File: src/rtl/vending_pkg.sv
`default_nettype none
// ============================================================================
// Module      : vending_pkg
// Description : Shared encodings for the vending datapath: payout FSM states,
//               coin codes, the 5 Tk money unit and 7-segment digit patterns.
// Revision    : 1.0 - initial release
// ============================================================================
package vending_pkg;

    // Payout FSM state encoding
    localparam int c_STATE_W = 3;
    localparam logic [c_STATE_W-1:0] c_ST_IDLE     = 3'd0;
    localparam logic [c_STATE_W-1:0] c_ST_SELECT   = 3'd1;
    localparam logic [c_STATE_W-1:0] c_ST_REQ      = 3'd2;
    localparam logic [c_STATE_W-1:0] c_ST_WAIT_REL = 3'd3;
    localparam logic [c_STATE_W-1:0] c_ST_DONE     = 3'd4;
    localparam logic [c_STATE_W-1:0] c_ST_FAULT    = 3'd5;

    // Coin type as presented on eject_coin
    localparam logic c_COIN_05 = 1'b0;
    localparam logic c_COIN_10 = 1'b1;

    // One amount unit is worth this many Taka
    localparam int c_UNIT_TK = 5;

    // 7-segment patterns, bit order gfedcba, segment lit when 1
    localparam logic [6:0] c_SEG_0 = 7'h3F;
    localparam logic [6:0] c_SEG_1 = 7'h06;
    localparam logic [6:0] c_SEG_2 = 7'h5B;
    localparam logic [6:0] c_SEG_3 = 7'h4F;
    localparam logic [6:0] c_SEG_4 = 7'h66;
    localparam logic [6:0] c_SEG_5 = 7'h6D;
    localparam logic [6:0] c_SEG_6 = 7'h7D;
    localparam logic [6:0] c_SEG_7 = 7'h07;
    localparam logic [6:0] c_SEG_8 = 7'h7F;
    localparam logic [6:0] c_SEG_9 = 7'h6F;
    localparam logic [6:0] c_SEG_BLANK = 7'h00;

    // Number of amount units one coin of the given type pays off
    function automatic logic [1:0] coin_units(input logic coin);
        return (coin == c_COIN_10) ? 2'd2 : 2'd1;
    endfunction

    function automatic int units_to_tk(input int units);
        return units * c_UNIT_TK;
    endfunction

    function automatic logic [6:0] seg_digit(input logic [3:0] digit);
        logic [6:0] seg;
        seg = c_SEG_BLANK;
        case (digit)
            4'd0: seg = c_SEG_0;
            4'd1: seg = c_SEG_1;
            4'd2: seg = c_SEG_2;
            4'd3: seg = c_SEG_3;
            4'd4: seg = c_SEG_4;
            4'd5: seg = c_SEG_5;
            4'd6: seg = c_SEG_6;
            4'd7: seg = c_SEG_7;
            4'd8: seg = c_SEG_8;
            4'd9: seg = c_SEG_9;
            default: seg = c_SEG_BLANK;
        endcase
        return seg;
    endfunction

endpackage
`default_nettype wire

File: src/rtl/coin_inventory.sv
`default_nettype none
// ============================================================================
// Module      : coin_inventory
// Description : Two coin down-counters (5 Tk / 10 Tk) with refill load and
//               per-type decrement; exposes empty flags.
// Revision    : 1.0 - initial release
// ============================================================================
module coin_inventory #(
    parameter int INV_W       = 6,
    parameter int INV_INIT_05 = 20,
    parameter int INV_INIT_10 = 20
) (
    input  logic             clk,
    input  logic             reset_n,
    input  logic             load,
    input  logic             dec_05,
    input  logic             dec_10,
    output logic [INV_W-1:0] count_05,
    output logic [INV_W-1:0] count_10,
    output logic             zero_05,
    output logic             zero_10
);

    localparam logic [INV_W-1:0] c_INIT_05 = INV_W'(INV_INIT_05);
    localparam logic [INV_W-1:0] c_INIT_10 = INV_W'(INV_INIT_10);
    localparam logic [INV_W-1:0] c_ONE     = INV_W'(1);

    logic [INV_W-1:0] r_count_05;
    logic [INV_W-1:0] r_count_10;

    // Decrements are additionally guarded so a counter can never wrap
    always_ff @(posedge clk or negedge reset_n) begin
        if (!reset_n) begin
            r_count_05 <= c_INIT_05;
            r_count_10 <= c_INIT_10;
        end else if (load) begin
            r_count_05 <= c_INIT_05;
            r_count_10 <= c_INIT_10;
        end else begin
            if (dec_05 && (r_count_05 != '0)) begin
                r_count_05 <= r_count_05 - c_ONE;
            end
            if (dec_10 && (r_count_10 != '0)) begin
                r_count_10 <= r_count_10 - c_ONE;
            end
        end
    end

    assign count_05 = r_count_05;
    assign count_10 = r_count_10;
    assign zero_05  = (r_count_05 == '0);
    assign zero_10  = (r_count_10 == '0);

endmodule
`default_nettype wire

File: src/rtl/change_dispenser.sv
`default_nettype none
// ============================================================================
// Module      : change_dispenser
// Description : Pays out change one coin at a time over a four-phase req/ack
//               ejector handshake, 10 Tk coins first, tracking inventory.
// Revision    : 1.0 - initial release
// ============================================================================
module change_dispenser
    import vending_pkg::*;
#(
    parameter int AMT_W       = 3,
    parameter int INV_W       = 6,
    parameter int INV_INIT_05 = 20,
    parameter int INV_INIT_10 = 20,
    parameter int ACK_TIMEOUT = 15
) (
    input  logic             clk,
    input  logic             reset_n,
    input  logic             start,
    input  logic [AMT_W-1:0] amount,
    input  logic             refill,
    output logic             eject_req,
    output logic             eject_coin,
    input  logic             eject_ack,
    output logic             busy,
    output logic             done,
    output logic             fault,
    output logic [AMT_W-1:0] remaining,
    output logic [INV_W-1:0] inv_05,
    output logic [INV_W-1:0] inv_10
);

    localparam int c_TMO_W = (ACK_TIMEOUT > 1) ? $clog2(ACK_TIMEOUT) : 1;
    localparam logic [c_TMO_W-1:0] c_TMO_LAST = c_TMO_W'(ACK_TIMEOUT - 1);
    localparam logic [c_TMO_W-1:0] c_TMO_ONE  = c_TMO_W'(1);
    localparam logic [AMT_W-1:0]   c_AMT_TWO  = AMT_W'(2);

    logic [c_STATE_W-1:0] r_state;
    logic [AMT_W-1:0]     r_remaining;
    logic [c_TMO_W-1:0]   r_tmo_cnt;
    logic                 r_eject_req;
    logic                 r_eject_coin;
    logic                 r_busy;
    logic                 r_done;
    logic                 r_fault;

    logic                 w_can_start;
    logic                 w_load;
    logic                 w_ack_taken;
    logic                 w_dec_05;
    logic                 w_dec_10;
    logic                 w_zero_05;
    logic                 w_zero_10;
    logic [AMT_W-1:0]     w_coin_units;

    // start and refill are only honoured while no payout is running
    assign w_can_start  = (r_state == c_ST_IDLE) || (r_state == c_ST_FAULT);
    assign w_load       = w_can_start && refill && !start;
    assign w_ack_taken  = (r_state == c_ST_REQ) && eject_ack;
    assign w_dec_05     = w_ack_taken && (r_eject_coin == c_COIN_05);
    assign w_dec_10     = w_ack_taken && (r_eject_coin == c_COIN_10);
    assign w_coin_units = AMT_W'(coin_units(r_eject_coin));

    coin_inventory #(
        .INV_W       (INV_W),
        .INV_INIT_05 (INV_INIT_05),
        .INV_INIT_10 (INV_INIT_10)
    ) u_coin_inventory (
        .clk      (clk),
        .reset_n  (reset_n),
        .load     (w_load),
        .dec_05   (w_dec_05),
        .dec_10   (w_dec_10),
        .count_05 (inv_05),
        .count_10 (inv_10),
        .zero_05  (w_zero_05),
        .zero_10  (w_zero_10)
    );

    always_ff @(posedge clk or negedge reset_n) begin
        if (!reset_n) begin
            r_state      <= c_ST_IDLE;
            r_remaining  <= '0;
            r_tmo_cnt    <= '0;
            r_eject_req  <= 1'b0;
            r_eject_coin <= 1'b0;
            r_busy       <= 1'b0;
            r_done       <= 1'b0;
            r_fault      <= 1'b0;
        end else begin
            r_done <= 1'b0;
            case (r_state)
                c_ST_IDLE, c_ST_FAULT: begin
                    if (start) begin
                        r_fault     <= 1'b0;
                        r_remaining <= amount;
                        if (amount == '0) begin
                            r_done  <= 1'b1;
                            r_state <= c_ST_DONE;
                        end else begin
                            r_busy  <= 1'b1;
                            r_state <= c_ST_SELECT;
                        end
                    end else if (refill) begin
                        r_fault <= 1'b0;
                        r_state <= c_ST_IDLE;
                    end
                end

                // Greedy choice: a 10 Tk coin only if it does not overpay
                c_ST_SELECT: begin
                    if (r_remaining == '0) begin
                        r_busy  <= 1'b0;
                        r_done  <= 1'b1;
                        r_state <= c_ST_DONE;
                    end else if ((r_remaining >= c_AMT_TWO) && !w_zero_10) begin
                        r_eject_coin <= c_COIN_10;
                        r_eject_req  <= 1'b1;
                        r_tmo_cnt    <= '0;
                        r_state      <= c_ST_REQ;
                    end else if (!w_zero_05) begin
                        r_eject_coin <= c_COIN_05;
                        r_eject_req  <= 1'b1;
                        r_tmo_cnt    <= '0;
                        r_state      <= c_ST_REQ;
                    end else begin
                        r_busy  <= 1'b0;
                        r_fault <= 1'b1;
                        r_state <= c_ST_FAULT;
                    end
                end

                c_ST_REQ: begin
                    if (eject_ack) begin
                        r_remaining <= r_remaining - w_coin_units;
                        r_eject_req <= 1'b0;
                        r_state     <= c_ST_WAIT_REL;
                    end else if (r_tmo_cnt == c_TMO_LAST) begin
                        r_eject_req <= 1'b0;
                        r_busy      <= 1'b0;
                        r_fault     <= 1'b1;
                        r_state     <= c_ST_FAULT;
                    end else begin
                        r_tmo_cnt <= r_tmo_cnt + c_TMO_ONE;
                    end
                end

                c_ST_WAIT_REL: begin
                    if (!eject_ack) begin
                        r_state <= c_ST_SELECT;
                    end
                end

                c_ST_DONE: begin
                    r_state <= c_ST_IDLE;
                end

                default: begin
                    r_eject_req <= 1'b0;
                    r_busy      <= 1'b0;
                    r_state     <= c_ST_IDLE;
                end
            endcase
        end
    end

    assign eject_req  = r_eject_req;
    assign eject_coin = r_eject_coin;
    assign busy       = r_busy;
    assign done       = r_done;
    assign fault      = r_fault;
    assign remaining  = r_remaining;

endmodule
`default_nettype wire

File: config.mk
export PLATFORM = sky130hd
export DESIGN_NAME = change_dispenser
export DESIGN_NICKNAME = d
export VERILOG_FILES = /design/src/rtl/vending_pkg.sv /design/src/rtl/coin_inventory.sv /design/src/rtl/change_dispenser.sv
export SDC_FILE = /design/constraint.sdc
export NUM_CORES = 1
export LEC_CHECK = 0
export ABC_AREA = 1
export CAP_MARGIN = 0
export CORE_MARGIN = 4
export CORE_UTILIZATION = 63
export DETAILED_ROUTE_END_ITERATION = 10
export DONT_BUFFER_PORTS = 1
export PLACE_DENSITY = 0.82
export SLEW_MARGIN = 15
export SYNTH_ARGS = -nofsm -noshare
export SYNTH_HDL_FRONTEND = slang
export SYNTH_SLANG_ARGS = --single-unit
File: constraint.sdc
create_clock -name clk -period 2.39 [get_ports clk]
set_input_delay 0.3585 -clock clk [delete_from_list [all_inputs] [get_ports clk]]
set_output_delay 0.3585 -clock clk [all_outputs]
set_load 0.005 [all_outputs]
======== Word-level counts from Yosys, hierarchy flattened ========
Index checks and enable logic that the tools add are counted.
operators by class
  add/subtract/negate cells ............... 4
  order comparisons ....................... 1
  eq/ne operators ......................... 22
  mux-type cells .......................... 51
  bitwise operators ....................... 4
  reductions and logical operators ........ 33
operator list
  cell                                              count
  2-to-1 mux 3 bit                                  11
  2-to-1 mux 6 bit                                  4
  2-to-1 mux 1 bit                                  23
  2-to-1 mux 4 bit                                  5
  != test 2 bit, second input constant              9
  AND reduction 7 bit                               2
  logical NOT 6 bit                                 2
  != test 3 bit, second input constant              4
  one-hot mux 3 bit (4 select lines)                1
  nonzero test 6 bit                                2
  subtractor 6 x 1 -> 6 bit, second input constant  2
  logical NOT 3 bit                                 3
  AND reduction 3 bit                               3
  logical AND 1 bit                                 8
  one-hot mux 4 bit (2 select lines)                1
  nonzero test 2 bit                                4
  == test 3 x 2 -> 1 bit, second input constant     2
  == test 3 bit, second input constant              2
  one-hot mux 1 bit (3 select lines)                2
  one-hot mux 3 bit (2 select lines)                1
  AND reduction 5 bit                               1
  adder 4 x 1 -> 4 bit, second input constant       1
  == test 4 bit, second input constant              1
  != test 2 x 1 -> 1 bit, second input constant     2
  other kinds (14)                                  19
word-level totals
  flip-flop bits (word level) ............. 27
  input bits .............................. 8
  output and inout port bits .............. 20
  word-level logic and storage cells ...... 125

======== Longest topological paths before layout ========
Gate-level depths: netlist (run 1).
  depth in word-level cells ............... 6
  gate-level depth with buffers ........... 10
  mapped depth without buffers ............ 10

======== Cells and area by module ========
Synthesis (run 1) repeated with hierarchy kept, for this count alone.
unflattened totals
  cell total of the unflattened synthesis .. 256
  area total of the unflattened synthesis .. 1829.3 µm²
by module, submodules not included
  module            times used  cells each  area an instance (µm²)
  change_dispenser  1           157         1064.8
  coin_inventory    1           99          764.5

======== Worst setup path after synthesis (run 1) ========
Ideal clock, no wire load.
  path type ............................... reg-to-reg
  from .................................... reg r_eject_coin (netlist: eject_coin)
  to ...................................... reg r_remaining[2] (netlist: remaining[2])
  setup time .............................. 126 ps
  arrival ................................. 1623 ps
  required time ........................... 2264 ps
  setup slack ............................. 641 ps
  cell stages (with the launch flop) ...... 9
  buffers on the path ..................... 0
  clock period less this slack ............ 1749 ps
  cell sequence ........................... dfrtp_1 -> inv_1 -> ha_1 -> fa_1 -> or2_2 -> nand3_1 -> o21ai_0 -> nand2_1 -> o21ai_0
between the ends
  word-level cells in the longest chain between the ends .. 4
RTL lines
  item                                RTL line                 RTL
  start, declared                     change_dispenser.sv:42   logic r_eject_coin;
  start signal, assigned              change_dispenser.sv:117  r_eject_coin <= c_COIN_10;
  start signal, assigned              change_dispenser.sv:122  r_eject_coin <= c_COIN_05;
  2-to-1 mux 2 bit                    vending_pkg.sv:41        return (coin == c_COIN_10) ? 2'd2 : 2'd1;
  subtractor 3 x 2 -> 3 bit           change_dispenser.sv:135  r_remaining <= r_remaining - w_coin_units;
  2-to-1 mux 3 bit                    change_dispenser.sv:134  if (eject_ack) begin
  one-hot mux 3 bit (2 select lines)  change_dispenser.sv:92   case (r_state)
  end signal, assigned                change_dispenser.sv:96   r_remaining <= amount;
  end signal, assigned                change_dispenser.sv:135
  end, declared                       change_dispenser.sv:39   logic [AMT_W-1:0] r_remaining;
No other way between the ends. The select of a mux whose other input is x is not followed.
A chain may end at the register's enable or synchronous reset.

======== Worst setup path after layout (run 1) ========
Ends and elaborated chain as after synthesis.

==> results of run 1 <==
[what timing repair did]
action                    in CTS  in global routing
hold buffers                   2                  0
hold endpoints to repair      27                  0
setup buffers                  0                  0
resized for setup              0                  0
[synth_stat cells, drive strengths merged]
cell    number
buf          2
dfrtp       23
dfstp        4
fa           1
ha           5
inv         33
nand2       72
nand3       33
nand3b       1
nand4        1
nor2        36
nor3         1
o21ai       21
o22ai        2
or2          2
xnor2        1
xor2         7
[cell families after synthesis]
| group | share of synthesized area |
|---|---|
| fa+ha+maj | 0.0474 |
| buf+inv | 0.0768 |
| compound gates | 0.0696 |
| flops | 0.391 |
| xor+xnor | 0.0402 |
| simple gates | 0.375 |
[area by class of cell]
type,count,area share
multi-input cells,183,0.507
flip-flops and latches,27,0.372
inverters,33,0.0677
well taps,30,0.0205
repair buffers,2,0.0164
clock buffers,3,0.0123
clock inverters,1,0.00410
[worst register-to-register path, cell delays in order, from the launching register on]
cell	delay, ns
dfrtp_1	0.51
inv_1	0.13
ha_1	0.22
fa_1	0.37
or2_2	0.28
nand3_1	0.08
o21ai_0	0.08
nand2_1	0.08
o21ai_0	0.07
[how the worst max path moves through the flow]
stage                     from      endpoint  slack, ns  depth (start not counted)
floorplan           eject_coin  remaining[2]       0.64                          8
global placement    eject_coin  remaining[2]       0.56                          8
detailed placement  eject_coin  remaining[2]       0.49                          8
CTS                 eject_coin  remaining[2]       0.47                          8
global route        eject_coin  remaining[2]       0.33                          8
finish              eject_coin  remaining[2]       0.47                          8
[sequential cells by signal, indices dropped and copies added, names as in the netlist]
signal and flops:
u_coin_inventory.count_05 6, u_coin_inventory.count_10 6, r_tmo_cnt 4, r_state 3, remaining 3, busy 1, done 1, eject_coin 1
eject_req 1, fault 1
[power groups by stage]
stage | Clock [uW] | Sequential [uW] | Combinational [uW]
2_1_floorplan | 0 | 825 | 977
3_3_place_gp | 0 | 892 | 1120
3_5_place_dp | 0 | 896 | 1160
4_1_cts | 215 | 887 | 1180
5_1_grt | 235 | 924 | 1370
6_report | 212 | 886 | 1190
[cells in the final DEF (no fill, tap or decap)]
| master | instances |
|---|---|
| buf_12 | 1 |
| clkbuf_4 | 3 |
| clkinvlp_4 | 1 |
| dfrtp_1 | 23 |
| dfstp_2 | 4 |
| dlygate4sd3_1 | 1 |
| fa_1 | 1 |
| ha_1 | 5 |
| inv_1 | 30 |
| inv_2 | 3 |
| nand2_1 | 69 |
| nand2_2 | 3 |
| nand3_1 | 30 |
| nand3_2 | 3 |
| nand3b_1 | 1 |
| nand4_1 | 1 |
| nor2_1 | 30 |
| nor2_2 | 3 |
| nor2_4 | 3 |
| nor3_1 | 1 |
| o21ai_0 | 17 |
| o21ai_1 | 3 |
| o21ai_2 | 1 |
| o22ai_1 | 2 |
| or2_2 | 2 |
| xnor2_1 | 1 |
| xor2_1 | 7 |
[per-stage QoR]
| stage | instances | setup WS (ns) | instance area, um2 | hold WS [ns] |
|---|---|---|---|---|
| after global placement | 273 | 0.563 | 1770 | 0.0635 |
| after CTS | 279 | 0.473 | 1830 | 0.214 |
| after floorplan | 245 | 0.641 | 1740 | 0.0629 |
| after global routing | 279 | 0.333 | 1830 | 0.232 |
| after detailed placement | 273 | 0.486 | 1770 | 0.0635 |
| final | 279 | 0.473 | 1830 | 0.221 |
[metal layers]
metal | up-vias | share of wire | global-route usage
li1 | 780 | - | -
met1 | 697 | 0.48 | 0.319
met2 | 44 | 0.45 | 0.345
met3 | 4 | 0.062 | 0.0511
met4 | 0 | 0.0087 | 0.0526
met5 | - | 0 | 0
==> qor.csv, run 1 <==
metric,value,unit
outcome,"complete, no violations",
cp_data_arrival_time,2.16,ns
worstReg2RegEnd,remaining[2],
r2r.worst_path.cells,8,
finalPower,2280,uW
internal_power,1140,uW
multi_input_area,928,um2
yosys.area.top_type,dfrtp_1,
drcViolationCount,0,
grt_first_pass_wirelength,6240,um
yosysSeqAreaShare,0.391,
p_leak,0.000959,uW
cts_tree,built,
rr_startpoint,eject_coin,
rsz0062_at_grt,no,
ir_worst_vdd,909,uV
dr.pass1.iters,4,
netlist_instances,245,
cts_root_buf,clkbuf_4,
rows,18,
postRouteAntennaNets,0,
cp.required,2.63,ns
clock_path_buffers,2,
powerDensity,1250,nW/um2
grt-ovfl-total,0,
grt_pass1_vias,1426,
slew_headroom,0.746,
ios,28,
seqCellArea,681,um2
cts_buffers,3,
yosysUniqueCellTypes,24,
crit_chain,inv_1 > ha_1 > fa_1 > or2_2 > nand3_1 > o21ai_0 > nand2_1 > o21ai_0,
crit_top_cell,o21ai_0,
fmax,522,MHz
synth_area,1740,um2
clkLatencyLatePin,0.34,ns
die_h,60.6,um
synth.top_cells.by_area,"dfrtp_1 33%, nand2_1 15%, nand3_1 8.6%, inv_1 6.5%, nor2_1 6.5%",
cts_sinks,27,
diodes,0,
swShare,0.502,
path_clk_slew,0.16,ns
portBuffers,0,
finClkSkew,0.00710,ns
rrSetupSlack,0.47,ns
place_congestion,0.920,
die_x,60.6,um
antenna_found_initial,0,
grt_max_degree,28,
clkPwrFrac,0.093,
via_per_inst,5.47,
nets,264,
initial_core_util,0.679,
pwr-share-comb,0.519,
cpMaxStageDelayCell,dfrtp_1,
switchingPower,1150,uW
vias,1525,
grt_usage,0.223,
period_share,0.802,
hp-start,start,
path_class,reg2reg,
drtIter0Drc,97,
wl,3680,um
hold_class,in2reg,
syn_to_final_growth,5.03,%
tns,0,ns
die-area,3670,um2
drive_above_1_share,0.108,
synth_top_area_frac,0.330,
synth_seq_cells,27,
cp-start-kind,flop,
syn_avg_cell_area,7.11,um2
tightest_slew,0.376,ns
period_needed,1.92,ns
routedWlPerCell,13.2,um
finalCoreUtilization,0.713,
cpPeakStageDelay,0.51,ns
hold_end,busy,
cap_violations,0,
finalHoldViolations,0,
yosys_warnings,0,
h-tree-depth,1,
dp_hpwl,2780,um
syn-num-nets,259,
whs_path_depth,4,
end_kind,flop,
core_area,2570,um2
fillers,228,
crit_fanout,5,
finalMaxSlewViolations,0,
cp.buffers_inverters,1,
crit_family,adder cells,
setup_viol,0,
p_seq_frac,0.388,
No activity file was read; power rests on OpenSTA's default activity.
==> inputs of run 2 (changes only) <==
Clock period 2.39 ns to 1.94 ns, I/O delays scaled along.
==> run 2 against run 1 <==
Non-clock buffer count up 1. Worst setup slack worse by 0.27 ns. Sequential cell count unchanged. Maximum frequency up 10%. Die area unchanged. Register-to-register slack worse by 0.27 ns. Design area up 0.41%. Clock power up 20%. Highest routed layer unchanged.
==> qor.csv, run 2 (synthesis gave the netlist of run 1 again) <==
metric,value,unit,change
stdcell_count,280,,was 279
placed_cells,274,,was 273
timing.hold.ws,0.152,ns,was 0.221 ns
drcViolationCount,0,,unchanged
finalMaxSlewViolations,0,,unchanged
period_needed,1.74,ns,was 1.92 ns
postRouteAntennaNets,0,,unchanged
grt_pass1_vias,1347,,was 1426
outcome,"complete, no violations",,unchanged
finalHoldViolations,0,,unchanged
wl,3600,um,was 3680 um
fmax,576,MHz,was 522 MHz
grt_usage,0.216,,was 0.223
ios,28,,unchanged
vias,1497,,was 1525
grt_first_pass_wirelength,5960,um,was 6240 um
period_share,0.895,,was 0.802
core_area,2570,um2,unchanged
cts_buffers,3,,unchanged
wl_met1,1800,um,was 1770 um
initial_core_util,0.679,,unchanged
tns,0,ns,unchanged
tightest_slew,0.360,ns,was 0.376 ns
syn_to_final_growth,5.46,%,was 5.03%
cp_data_arrival_time,1.97,ns,was 2.16 ns
cap_violations,0,,unchanged
ctsResizeCount,0,,unchanged
portBuffers,0,,unchanged
h-tree-depth,1,,unchanged
die_h,60.6,um,unchanged
die-area,3670,um2,unchanged
cpMaxStageDelayCell,dfrtp_1,,unchanged
rows,18,,unchanged
layout_commonest_cell,nand2_1,,unchanged
drive_above_1_share,0.112,,was 0.108
end_kind,flop,,unchanged
crit_top_cell,o21ai_0,,unchanged
grt_max_degree,28,,unchanged
crit_chain,inv_1 > ha_1 > fa_1 > or2_2 > nand3_1 > o21ai_0 > nand2_1 > o21ai_0,,unchanged
dr.pass1.iters,4,,unchanged
grt-ovfl-total,0,,unchanged
routedWlPerCell,12.9,um,was 13.2 um
hold_class,in2reg,,unchanged
antenna_found_initial,0,,unchanged
place_congestion,0.849,,was 0.920
cts_tree,built,,unchanged
die_x,60.6,um,unchanged
clock_path_buffers,2,,unchanged
met2_length,1570,um,was 1650 um
path_clk_slew,0.15,ns,was 0.16 ns
cpPeakStageDelay,0.43,ns,was 0.51 ns
pre_cts_ws,0.230,ns,was 0.486 ns
cp.required,2.17,ns,was 2.63 ns
p_leak,0.000964,uW,was 0.000959 uW
crit_fanout,3,,was 5
cts_root_buf,clkbuf_4,,unchanged
slew_headroom,0.757,,was 0.746
crit_family,adder cells,,unchanged
powerDensity,1530,nW/um2,was 1250 nW/um2
setup_viol,0,,unchanged
top_layer,met4,,unchanged
timing.final.ws_setup,0.204,ns,was 0.473 ns
path_class,reg2reg,,unchanged
diodes,0,,unchanged
rsz0062_at_grt,no,,unchanged
cts_sinks,27,,unchanged
wl_met3,202,um,was 228 um
mostFrequentLayoutCells,"69 x nand2_1, 30 x inv_1, 30 x nand3_1, 30 x nor2_1, 23 x dfrtp_1",,unchanged
nets,265,,was 264
cp-start-kind,flop,,unchanged
clkLatencyLatePin,0.33,ns,was 0.34 ns
cp.buffers_inverters,1,,unchanged
drtIter0Drc,74,,was 97
dp_hpwl,2760,um,was 2780 um
finClkSkew,0.00170,ns,was 0.00710 ns
via_per_inst,5.35,,was 5.47
ir_worst_vdd,970,uV,was 909 uV
run 2: final cells by class:
| type | instances | area [um2] |
|---|---|---|
| clock buffer | 3 | 22.5 |
| sequential | 27 | 681 |
| timing repair buffer | 3 | 37.5 |
| clock inverter | 1 | 7.51 |
| tap | 30 | 37.5 |
| fill | 217 | 729 |
| multi-input combinational | 183 | 928 |
| inverter | 33 | 124 |
run 2: tightest hold or removal path, cell delays in order:
cell and delay (ns):
nand2_1 0.04, nor2_1 0.04, inv_1 0.04, nand2_1 0.04
run 2: final timing paths:
kind	cells after the start	from	slack, ns	end
setup / recovery	8	remaining[0]	0.20	remaining[2]
hold / removal	4	start	0.15	busy
setup reg to reg	8	remaining[0]	0.20	remaining[2]
hold reg to reg	2	fault	0.52	fault
max in group asynchronous	2	reset_n	1.34	u_coin_inventory.count_10[2]
min in group asynchronous	2	reset_n	0.37	u_coin_inventory.count_05[0]
run 2: power by group:
group / switching, uW / internal, uW
Clock: 175 / 78.9
Sequential: 260 / 814
Combinational: 963 / 520
run 2: layer usage:
layer / track usage / vias to the layer above
met3: 0.0468 / 4
met5: 0 / -
met4: 0.0619 / 0
li1: - / 787
met2: 0.330 / 35
met1: 0.311 / 671
run 2: timing repair:
| action | 4_1_cts | 5_1_grt |
|---|---|---|
| hold buffers | 2 | 0 |
| setup endpoints to repair | 0 | 0 |
| endpoints found under the hold margin | 27 | 0 |
| buffers inserted | 0 | 0 |
run 2: through the flow:
| step | total power [uW] | instance area [um2] | utilization |
|---|---|---|---|
| after floorplan | 2220 | 1740 | - |
| after global placement | 2500 | 1780 | 0.692 |
| after detailed placement | 2540 | 1780 | 0.692 |
| after CTS | 2820 | 1840 | 0.716 |
| after global routing | 3110 | 1840 | 0.716 |
| final | 2810 | 1840 | 0.716 |
==> inputs of run 3 (changes only) <==
Settings changed: CORE_MARGIN 4 to 5.
==> run 3 against run 2 <==
Utilization shrank 3.8 points. Non-clock buffer count unchanged. Register-to-register slack gained 0.04 ns. Cell count increased by 0.36%. Die area rose by 6.7%. Highest routed layer unchanged.
==> qor.csv, run 3 (synthesis gave the netlist of run 1 again) <==
metric,value,unit,change
grt_first_pass_wirelength,5860,um,was 5960 um
place_congestion,0.899,,was 0.849
cp_data_arrival_time,1.93,ns,was 1.97 ns
mostFrequentLayoutCells,"69 x nand2_1, 30 x inv_1, 30 x nand3_1, 30 x nor2_1, 23 x dfrtp_1",,unchanged
initial_core_util,0.643,,was 0.679
finClkSkew,0.00236,ns,was 0.00170 ns
end_kind,flop,,unchanged
vias,1477,,was 1497
cts_buffers,3,,unchanged
ctsResizeCount,0,,unchanged
nets,265,,unchanged
grt_usage,0.182,,was 0.216
finalHoldViolations,0,,unchanged
finalCoreUtilization,0.678,,was 0.716
crit_family,adder cells,,unchanged
setup_viol,0,,unchanged
final_area,1840,um2,about the same
period_share,0.874,,was 0.895
grt-ovfl-total,0,,unchanged
tightest_slew,0.382,ns,was 0.360 ns
die_h,62.6,um,was 60.6 um
dp_hpwl,2670,um,was 2760 um
cp.buffers_inverters,1,,unchanged
cpMaxStageDelayCell,dfrtp_1,,unchanged
path_class,reg2reg,,unchanged
clkLatencyLatePin,0.33,ns,about the same
drcViolationCount,0,,unchanged
cts_tree,built,,unchanged
outcome,"complete, no violations",,unchanged
ios,28,,unchanged
via_per_inst,5.26,,was 5.35
grt_max_degree,28,,unchanged
routedWlPerCell,12.2,um,was 12.9 um
antenna_found_initial,0,,unchanged
cts_root_buf,clkbuf_4,,unchanged
grt_pass1_vias,1267,,was 1347
hold_class,in2reg,,unchanged
drive_above_1_share,0.112,,unchanged
fmax,590,MHz,was 576 MHz
clkPwrFrac,0.090,,about the same
cp.required,2.18,ns,was 2.17 ns
dpl_cell_area,1780,um2,about the same
die-area,3920,um2,was 3670 um2
crit_chain,inv_1 > ha_1 > fa_1 > or2_2 > nand3_1 > o21ai_0 > nand2_1 > o21ai_0,,unchanged
crit_fanout,3,,unchanged
dr.pass1.iters,4,,unchanged
portBuffers,0,,unchanged
pwr-share-comb,0.525,,was 0.528
cap_violations,0,,unchanged
clock_path_buffers,2,,unchanged
p_leak,0.000967,uW,was 0.000964 uW
rsz0062_at_grt,no,,unchanged
diodes,0,,unchanged
path_clk_slew,0.14,ns,was 0.15 ns
swShare,0.491,,was 0.497
ir_worst_vdd,1100,uV,was 970 uV
cpPeakStageDelay,0.41,ns,was 0.43 ns
switchingPower,1360,uW,was 1400 uW
crit_top_cell,o21ai_0,,unchanged
p_seq_frac,0.384,,was 0.382
syn_to_final_growth,5.38,%,was 5.46%
period_needed,1.69,ns,was 1.74 ns
tns,0,ns,unchanged
postRouteAntennaNets,0,,unchanged
rows,19,,was 18
drtIter0Drc,96,,was 74
timing.hold.ws,0.144,ns,was 0.152 ns
cts_sinks,27,,unchanged
finalMaxSlewViolations,0,,unchanged
layout_commonest_cell,nand2_1,,unchanged
internal_power,1410,uW,about the same
core_area,2710,um2,was 2570 um2
powerDensity,1510,nW/um2,was 1530 nW/um2
cp-start-kind,flop,,unchanged
slew_headroom,0.743,,was 0.757
h-tree-depth,1,,unchanged
die_x,62.6,um,was 60.6 um
wl,3420,um,was 3600 um
==> run 3: repair_timing <==
item,in CTS,in global routing
setup buffers,0,0
hold buffers,2,0
endpoints found under the hold margin,27,0
==> run 3: worst reg2reg max path, delay by kind of cell, from the launching register on <==
kind | cells | cell delay (ns)
adder cells (fa/ha/maj) | 2 | 0.56
AND/OR/NAND/NOR | 3 | 0.42
flip-flops | 1 | 0.41
AO/OA/AOI/OAI | 2 | 0.14
buffers and inverters | 1 | 0.07
==> run 3: metrics by stage <==
stage               cells  power [uW]  setup WS (ns)
floorplan             245        2220          0.191
global placement      275        2500          0.287
detailed placement    275        2530          0.272
CTS                   281        2800          0.241
global route          281        3090         0.0631
finish                281        2770          0.245
==> run 3: final timing paths <==
check,depth (start not counted),end,from,slack (ns)
setup / recovery,8,remaining[2],remaining[0],0.25
hold / removal,4,busy,start,0.14
setup reg to reg,8,remaining[2],remaining[0],0.25
hold reg to reg,2,u_coin_inventory.count_10[2],u_coin_inventory.count_10[2],0.52
max in group asynchronous,2,u_coin_inventory.count_10[4],reset_n,1.36
min in group asynchronous,2,r_tmo_cnt[3],reset_n,0.35
==> run 3: power by group through the flow <==
stage / logic, uW / registers (uW) / clock network [uW]
6_report: 1460 / 1060 / 250
5_1_grt: 1690 / 1110 / 289
4_1_cts: 1470 / 1070 / 256
3_5_place_dp: 1440 / 1080 / 0
3_3_place_gp: 1420 / 1080 / 0
2_1_floorplan: 1200 / 1020 / 0
==> run 3: layout make-up <==
| type | count | area, um2 |
|---|---|---|
| Multi-Input combinational cell | 183 | 928 |
| Fill cell | 240 | 873 |
| Sequential cell | 27 | 681 |
| Inverter | 33 | 124 |
| Tap cell | 31 | 38.8 |
| Timing Repair Buffer | 3 | 37.5 |
| Clock buffer | 3 | 22.5 |
| Clock inverter | 1 | 5.00 |
==> run 3: routing by layer <==
| layer | vias up | global-route usage | wire (um) |
|---|---|---|---|
| met3 | 7 | 0.0324 | 168 |
| li1 | 784 | - | - |
| met4 | 0 | 0.0690 | 72 |
| met1 | 652 | 0.247 | 1580 |
| met2 | 34 | 0.286 | 1610 |
| met5 | - | 0 | 0 |
